--- config.mk ---
export PLATFORM = sky130hd
export DESIGN_NAME = imm_decode_pipe_flat
export DESIGN_NICKNAME = d
export VERILOG_FILES = /design/src/rtl/imm_decode_pipe_if.sv /design/src/rtl/imm_decode_pipe.sv /design/src/flat_wrapper.sv
export SDC_FILE = /design/constraint.sdc
export NUM_CORES = 1
export LEC_CHECK = 0
export ABC_CLOCK_PERIOD_IN_PS = 3600
export BUFFER_PORTS_ARGS = -buffer_cell sky130_fd_sc_hd__buf_2
export CORE_MARGIN = 1.5
export CORE_UTILIZATION = 30
export CTS_BUF_LIST = sky130_fd_sc_hd__clkbuf_2
export CTS_CLUSTER_DIAMETER = 60
export DETAILED_ROUTE_END_ITERATION = 7
export PLACE_DENSITY_LB_ADDON = 0.05
export SYNTH_ARGS = -nofsm -noshare
export SYNTH_HDL_FRONTEND = slang
export SYNTH_SLANG_ARGS = --single-unit
--- constraint.sdc ---
create_clock -name CLK -period 3.6 [get_ports CLK]
set_input_delay 0.36 -clock CLK [delete_from_list [all_inputs] [get_ports CLK]]
set_output_delay 0.36 -clock CLK [all_outputs]
set_load 0.05 [all_outputs]
--- src/rtl/imm_decode_pipe_if.sv ---
// IF/ID-to-ID/EX handshake bundle for the immediate generation pipe.
// master drives instructions and downstream ready; slave is the pipe itself.
interface imm_decode_pipe_if;
  logic        IN_VALID;
  logic        IN_READY;
  logic [31:0] INSTRUCTION;
  logic [31:0] PC_IN;
  logic        FLUSH;
  logic        OUT_VALID;
  logic        OUT_READY;
  logic [31:0] OUT_IMM;
  logic [2:0]  OUT_SELECT;
  logic [31:0] OUT_PC;
  logic        OUT_ILLEGAL;

  modport master (
    output IN_VALID, INSTRUCTION, PC_IN, FLUSH, OUT_READY,
    input  IN_READY, OUT_VALID, OUT_IMM, OUT_SELECT, OUT_PC, OUT_ILLEGAL
  );

  modport slave (
    input  IN_VALID, INSTRUCTION, PC_IN, FLUSH, OUT_READY,
    output IN_READY, OUT_VALID, OUT_IMM, OUT_SELECT, OUT_PC, OUT_ILLEGAL
  );
endinterface

--- src/rtl/imm_decode_pipe.sv ---
// Two-stage valid/ready immediate generator for the ID stage: stage A decodes
// the format select, stage B builds and registers the extended immediate.
module imm_decode_pipe (
  input  logic              CLK,
  input  logic              RESET,
  imm_decode_pipe_if.slave  bus
);

  typedef enum logic [2:0] {
    SEL_I    = 3'd0,
    SEL_S    = 3'd1,
    SEL_U    = 3'd2,
    SEL_B    = 3'd3,
    SEL_J    = 3'd4,
    SEL_NONE = 3'd7
  } sel_e;

  localparam logic [6:0] OP_IMM    = 7'b0010011;
  localparam logic [6:0] OP_LOAD   = 7'b0000011;
  localparam logic [6:0] OP_JALR   = 7'b1100111;
  localparam logic [6:0] OP_SYSTEM = 7'b1110011;
  localparam logic [6:0] OP_STORE  = 7'b0100011;
  localparam logic [6:0] OP_LUI    = 7'b0110111;
  localparam logic [6:0] OP_AUIPC  = 7'b0010111;
  localparam logic [6:0] OP_BRANCH = 7'b1100011;
  localparam logic [6:0] OP_JAL    = 7'b1101111;
  localparam logic [6:0] OP_REG    = 7'b0110011;

  logic        a_valid;
  logic [31:0] a_instr;
  logic [31:0] a_pc;
  sel_e        a_sel;
  logic        a_illegal;

  logic        out_valid;
  logic [31:0] out_imm;
  sel_e        out_sel;
  logic [31:0] out_pc;
  logic        out_illegal;

  sel_e        dec_sel;
  logic        dec_illegal;
  logic [31:0] imm;
  logic        b_adv;
  logic        a_move;
  logic        in_ready;
  logic        accept;

  assign b_adv    = !out_valid || bus.OUT_READY;
  assign a_move   = a_valid && b_adv;
  assign in_ready = !bus.FLUSH && !RESET && (!a_valid || a_move);
  assign accept   = bus.IN_VALID && in_ready;

  always_comb begin
    dec_sel     = SEL_NONE;
    dec_illegal = 1'b0;
    case (bus.INSTRUCTION[6:0])
      OP_IMM, OP_LOAD, OP_JALR, OP_SYSTEM: dec_sel = SEL_I;
      OP_STORE:                           dec_sel = SEL_S;
      OP_LUI, OP_AUIPC:                   dec_sel = SEL_U;
      OP_BRANCH:                          dec_sel = SEL_B;
      OP_JAL:                             dec_sel = SEL_J;
      OP_REG:                             dec_sel = SEL_NONE;
      default:                            dec_illegal = 1'b1;
    endcase
  end

  // Shift-immediates (funct3 001/101) carry only a 5-bit unsigned shamt.
  always_comb begin
    imm = '0;
    case (a_sel)
      SEL_I: begin
        if (a_instr[6:0] == OP_IMM && a_instr[13:12] == 2'b01)
          imm = {27'b0, a_instr[24:20]};
        else
          imm = {{20{a_instr[31]}}, a_instr[31:20]};
      end
      SEL_S: imm = {{20{a_instr[31]}}, a_instr[31:25], a_instr[11:7]};
      SEL_U: imm = {a_instr[31:12], 12'b0};
      SEL_B: imm = {{19{a_instr[31]}}, a_instr[31], a_instr[7],
                    a_instr[30:25], a_instr[11:8], 1'b0};
      SEL_J: imm = {{11{a_instr[31]}}, a_instr[31], a_instr[19:12],
                    a_instr[20], a_instr[30:21], 1'b0};
      default: imm = '0;
    endcase
  end

  always_ff @(posedge CLK) begin
    if (RESET) begin
      a_valid     <= 1'b0;
      out_valid   <= 1'b0;
      out_imm     <= '0;
      out_sel     <= SEL_NONE;
      out_pc      <= '0;
      out_illegal <= 1'b0;
    end else begin
      if (a_move) begin
        out_imm     <= imm;
        out_sel     <= a_sel;
        out_pc      <= a_pc;
        out_illegal <= a_illegal;
      end
      if (accept) begin
        a_instr   <= bus.INSTRUCTION;
        a_pc      <= bus.PC_IN;
        a_sel     <= dec_sel;
        a_illegal <= dec_illegal;
      end
      // Flush only kills the valid bits; any data loaded above is don't-care.
      if (bus.FLUSH) begin
        a_valid   <= 1'b0;
        out_valid <= 1'b0;
      end else begin
        if (b_adv)
          out_valid <= a_valid;
        if (accept)
          a_valid <= 1'b1;
        else if (a_move)
          a_valid <= 1'b0;
      end
    end
  end

  assign bus.IN_READY    = in_ready;
  assign bus.OUT_VALID   = out_valid;
  assign bus.OUT_IMM     = out_imm;
  assign bus.OUT_SELECT  = out_sel;
  assign bus.OUT_PC      = out_pc;
  assign bus.OUT_ILLEGAL = out_illegal;

endmodule
--- src/flat_wrapper.sv ---
// flat-port wrapper written by rule: the top's interface ports become plain ports
module imm_decode_pipe_flat 
  (CLK, RESET, bus_IN_VALID, bus_INSTRUCTION, bus_PC_IN, bus_FLUSH, bus_OUT_READY, bus_IN_READY, bus_OUT_VALID, bus_OUT_IMM, bus_OUT_SELECT, bus_OUT_PC, bus_OUT_ILLEGAL);
  imm_decode_pipe_if bus_i ();
  input  logic CLK;
  input  logic RESET;
  input wire logic [$bits(bus_i.IN_VALID)-1:0] bus_IN_VALID;
  input wire logic [$bits(bus_i.INSTRUCTION)-1:0] bus_INSTRUCTION;
  input wire logic [$bits(bus_i.PC_IN)-1:0] bus_PC_IN;
  input wire logic [$bits(bus_i.FLUSH)-1:0] bus_FLUSH;
  input wire logic [$bits(bus_i.OUT_READY)-1:0] bus_OUT_READY;
  output wire logic [$bits(bus_i.IN_READY)-1:0] bus_IN_READY;
  output wire logic [$bits(bus_i.OUT_VALID)-1:0] bus_OUT_VALID;
  output wire logic [$bits(bus_i.OUT_IMM)-1:0] bus_OUT_IMM;
  output wire logic [$bits(bus_i.OUT_SELECT)-1:0] bus_OUT_SELECT;
  output wire logic [$bits(bus_i.OUT_PC)-1:0] bus_OUT_PC;
  output wire logic [$bits(bus_i.OUT_ILLEGAL)-1:0] bus_OUT_ILLEGAL;
  assign bus_i.IN_VALID = bus_IN_VALID;
  assign bus_i.INSTRUCTION = bus_INSTRUCTION;
  assign bus_i.PC_IN = bus_PC_IN;
  assign bus_i.FLUSH = bus_FLUSH;
  assign bus_i.OUT_READY = bus_OUT_READY;
  assign bus_IN_READY = bus_i.IN_READY;
  assign bus_OUT_VALID = bus_i.OUT_VALID;
  assign bus_OUT_IMM = bus_i.OUT_IMM;
  assign bus_OUT_SELECT = bus_i.OUT_SELECT;
  assign bus_OUT_PC = bus_i.OUT_PC;
  assign bus_OUT_ILLEGAL = bus_i.OUT_ILLEGAL;
  imm_decode_pipe u_core (.CLK(CLK), .RESET(RESET), .bus(bus_i));
endmodule
Word-level counts from Yosys, hierarchy flattened
Index checks and enable logic that the tools add are counted.

storage, ports and cells
  register bits after elaboration = 138
  output and inout port bits = 70
  input port bits = 69

operators by class
  equality and inequality tests = 16
  reductions and logical operators = 18
  mux-type cells = 6
  bitwise operators = 1

operator list
  kind                  number
  $pmux W32 S5          1
  $mux W32              1
  $eq A7 B7 Y1 const B  4
  $eq A7 B5 Y1 const B  3
  $eq A7 B6 Y1 const B  3
  $pmux W3 S5           1
  $reduce_or A10 Y1     1
  $eq A7 B2 Y1 const B  1
  $eq A3 B2 Y1 const B  2
  $logic_and A1 B1 Y1   5
  $logic_not A1 Y1      4
  $reduce_or A2 Y1      2
  $reduce_or A4 Y1      1
  $eq A3 B1 Y1 const B  1
  $eq A3 B3 Y1 const B  1
  $logic_not A3 Y1      1
  $mux W1               3
  $eq A2 B1 Y1 const B  1
  $logic_or A1 B1 Y1    2
  $reduce_and A2 Y1     1
  $reduce_bool A2 Y1    1
  $not A1 Y1            1

Depth between registers and ports, before layout
  depth in word-level cells = 7
  depth in mapped cells = 7
  depth with buffers taken out = 4

Worst setup path after synthesis
No wires, ideal clock.

  path type = register -> register
  start point = register u_core.out_valid (netlist: u_core.bus.OUT_VALID)
  end point = register u_core.a_illegal (enable)
  path buffers = 0
  data arrival time = 3688 ps
  setup slack = -521 ps
  cell stages (with the launch flop) = 4
  library setup time = 433 ps
  data required time = 3167 ps
  cells stage by stage = dfxtp_1 > nor2b_4 > a211oi_1 > and2_1

on the way
  word-level cells in the longest chain between the ends = 7

RTL lines
  element                             line                    RTL
  start: declaration                  imm_decode_pipe.sv:35   logic out_valid;
  start signal: assignment            imm_decode_pipe.sv:115  out_valid <= a_valid;
  $logic_not A1 Y1                    imm_decode_pipe.sv:49   assign b_adv = !out_valid || bus.OUT_READY;
  $logic_or A1 B1 Y1                  imm_decode_pipe.sv:49
  $logic_and A1 B1 Y1                 imm_decode_pipe.sv:50   assign a_move = a_valid && b_adv;
  $logic_or A1 B1 Y1                  imm_decode_pipe.sv:51   assign in_ready = !bus.FLUSH && !RESET && (!a_valid || a_move);
  $logic_and A1 B1 Y1                 imm_decode_pipe.sv:51
  net bus_IN_READY                    flat_wrapper.sv:12      output wire logic [$bits(bus_i.IN_READY)-1:0] bus_IN_READY;
  $logic_and A1 B1 Y1                 imm_decode_pipe.sv:52   assign accept = bus.IN_VALID && in_ready;
  $reduce_and A2 Y1 (no source line)  --
  end signal: assignment              imm_decode_pipe.sv:107  a_illegal <= dec_illegal;
  end: declaration                    imm_decode_pipe.sv:33   logic a_illegal;

The timed path passes the listed nets, and every way through them passes these cells.
A chain may end at the register's enable or synchronous reset.

Final worst setup path
  start point = register u_core.out_valid (netlist: u_core.bus.OUT_VALID)
  end point = output bus_IN_READY

on the way
  word-level cells in the longest chain between the ends = 5

RTL lines
  element              line
  $logic_not A1 Y1     imm_decode_pipe.sv:49
  $logic_or A1 B1 Y1   imm_decode_pipe.sv:49
  $logic_and A1 B1 Y1  imm_decode_pipe.sv:50
  $logic_or A1 B1 Y1   imm_decode_pipe.sv:51
  $logic_and A1 B1 Y1  imm_decode_pipe.sv:51
  end: declaration     flat_wrapper.sv:12

Every way passes these cells.

==> reports/results.txt <==
synthesized flop and latch total: 138
vias: 3926
WL met1: 5740 microns
vias per inst: 4.60
max-slew violations: 0
Synth area leader: edfxtp_1
DP Wirelength: 8060 microns
Cell Rows: 47
All-Layer GR Usage: 15.2%
Critical Path RT: 3240 ps
first-pass GRT wire length: 20700 microns
Post-Synth Adder-Cell Area: 0%
simple-gate share of the synthesized area: 13.5%
RSZ-0062 raised after global routing: false
top sig layer: met4
WL per Instance: 15.1 microns
Post-layout nets: 689
Routed Antenna Nets: 0
CP max stage cell: dfxtp_1
synth top area cells: edfxtp_1 40%, dfxtp_1 27%, nand2_1 7.1%
initial antenna violation count: 1
routed wl met3: 660 microns
number of synthesized flops with an enable pin: 68
peak supply drop: 213 uV
Leak: 2.65 nW
Final min period: 2170 ps
grt total ovfl: 0
element type at the critical path start: flip-flop
1st-iter DRT viols: 152
Syn Area/Cell: 12.0 sq um
outcome: finished, final reports clean
TritonCTS Buffers: 17
main combinational cell family by area after synthesis: compound AO/OA/AOI/OAI gates
Slew HR: 34.8%
root buffer cell: clkbuf_2
Setup TNS Final: 0 ps
PortBufs: 138
placed cells: 753
hold crit path type: input port to flip-flop
largest net degree at the start of global routing: 89
Die Wd: 133 microns
most frequent cells in the layout: 138 x buf_2, 97 x nand2_1, 70 x dfxtp_1, 68 x dlygate4sd3_1, 68 x edfxtp_1
Post-CTS Setup Inserts: 0
Syn Nets: 493
ys flop type: dfxtp_1
commonest non-fill, non-tap cell in the layout: buf_2
Die Ht: 133 microns
fraction of layout cells with a size suffix above 1: 31.1%
Die ar.: 0.0178 sq mm
CTS Hold Buffers Added: 68
Util after Layout: 41.3%
metal2 WL: 6210 microns
clock skew: 22.2 ps
endpoints failing hold: 0
Max-cap violations: 0
area delta synth->final: 34.4%
CTS max path bufs: 2
Compound-Gate Fraction of Synth Area: 15.1%
final worst-path cycle share: 60.2%
Syn Std Cell Area: 0.00510 sq mm
ys async rst share: 0%
total wire length: 12900 microns
Syn Inst Count: 424
pwr dens: 437 mW/mm^2
Final Non-Filler Cells: 854
# IOs: 139
drt drc: 0
Peak Freq: 0.461 GHz
Synth Area in XOR/XNOR: 0.172%
CP Max Fanout: 6
insertion delay to the later sink of the worst-skew pair: 690 ps
Clock H-tree levels: 4
1st-pass router iterations: 4
Setup CP Type: flip-flop to primary output
final hold slack: 299 ps
number of global-route vias before repair: 4044
synth warn: 0
max incr delay on CP: 350 ps
gpl congestion: 0.733
TritonCTS clock tree: yes
final setup fails: 0
crit-path cells: nor2b_4 -> a211oi_1 -> buf_2
core area: 0.0166 sq mm
CP arrival: 1810 ps
post-synthesis mux area share: 0.392%
clk sinks: 138
post-synthesis cell type count: 43
CTS clock-pin slew for the worst setup and hold paths: 200 ps
Seq/Total Area, Yosys: 67.5%
Slew @ Worst Pin: 979 ps
critical path endpoint category: primary output
PostCTS Resize Cnt: 0
Starting Density: 30.8%
Synth top area share: 40.0%
[sequential cells by signal, summed over array words and instances, names as in the netlist]
signal                  cells
u_core.a_pc                32
u_core.a_illegal            1
u_core.bus.OUT_PC          32
u_core.a_sel                3
u_core.a_valid              1
u_core.bus.OUT_ILLEGAL      1
u_core.bus.OUT_SELECT       3
u_core.a_instr             32
u_core.bus.OUT_VALID        1
u_core.bus.OUT_IMM         32
[power breakdown]
group	leakage (nW)	switching [mW]	internal, mW
Sequential	1.20	0.0323	1.71
Clock	0.142	0.588	0.319
Combinational	1.30	0.214	0.131
[path summary, 6_finish.rpt]
path                                         endpoint                                from  slack, ps  depth (start not counted)
setup / recovery                         bus_IN_READY   u_core.bus.OUT_VALID$_SDFFE_PP0P_       1430                          3
hold / removal      u_core.bus.OUT_PC[3]$_SDFFE_PP0P_                       bus_OUT_READY        300                          5
setup reg to reg  u_core.bus.OUT_IMM[13]$_SDFFE_PP0P_         u_core.a_valid$_SDFFE_PP0P_       1590                          3
hold reg to reg    u_core.bus.OUT_PC[28]$_SDFFE_PP0P_  u_core.bus.OUT_PC[28]$_SDFFE_PP0P_        460                          2
[kinds of logic (layout without fill, tap and decap cells)]
kind of cell,after synthesis,after routing
AO/OA/AOI/OAI,101,101
XOR/XNOR,1,1
buffers and inverters,33,242
flip-flops,138,138
multiplexers,2,2
other,0,1
AND/OR/NAND/NOR,149,149
[layer usage]
| layer | global-route usage [%] | vias to the layer above |
|---|---|---|
| li1 | - | 1941 |
| met1 | 18.4 | 1862 |
| met2 | 25.1 | 103 |
| met3 | 4.64 | 20 |
| met4 | 6.82 | 0 |
| met5 | 0 | - |
[synthesized netlist by cell type (5+ instances only)]
| cell | number |
|---|---|
| nand2_1 | 97 |
| a22oi_1 | 19 |
| a21oi_1 | 38 |
| nor2_1 | 20 |
| clkbuf_1 | 9 |
| buf_2 | 17 |
| a221oi_1 | 11 |
| nor3_1 | 6 |
| a32oi_1 | 6 |
| dfxtp_1 | 70 |
| nand3_1 | 5 |
| a221oi_2 | 12 |
| edfxtp_1 | 68 |
[critical path, delay by kind of cell (launching register included)]
kind,cells,cell delay (ps)
AOI/OAI and AO/OA,1,300
buffers and inverters,1,320
DFF,1,350
and+or+nand+nor,1,150
[per-stage QoR]
| step | power, mW | setup slack [ps] | cell area [sq um] |
|---|---|---|---|
| after floorplan | 1.97 | 163 | 5100 |
| after global placement | 2.07 | 1520 | 5940 |
| after detailed placement | 2.07 | 1490 | 5940 |
| after CTS | 3.06 | 1330 | 6850 |
| after global routing | 3.15 | 1280 | 6860 |
| final | 3.00 | 1430 | 6860 |
[area by class of cell]
class | instances | area, sq um
diodes | 1 | 2.50
clock buffers | 17 | 85.1
clock inverters | 15 | 151
fillers | 1665 | 9730
inverters | 2 | 7.51
multi-input cells | 253 | 1500
flip-flops and latches | 138 | 3440
well taps | 220 | 275
repair buffers | 208 | 1390
(Power assumes the default switching activity.)
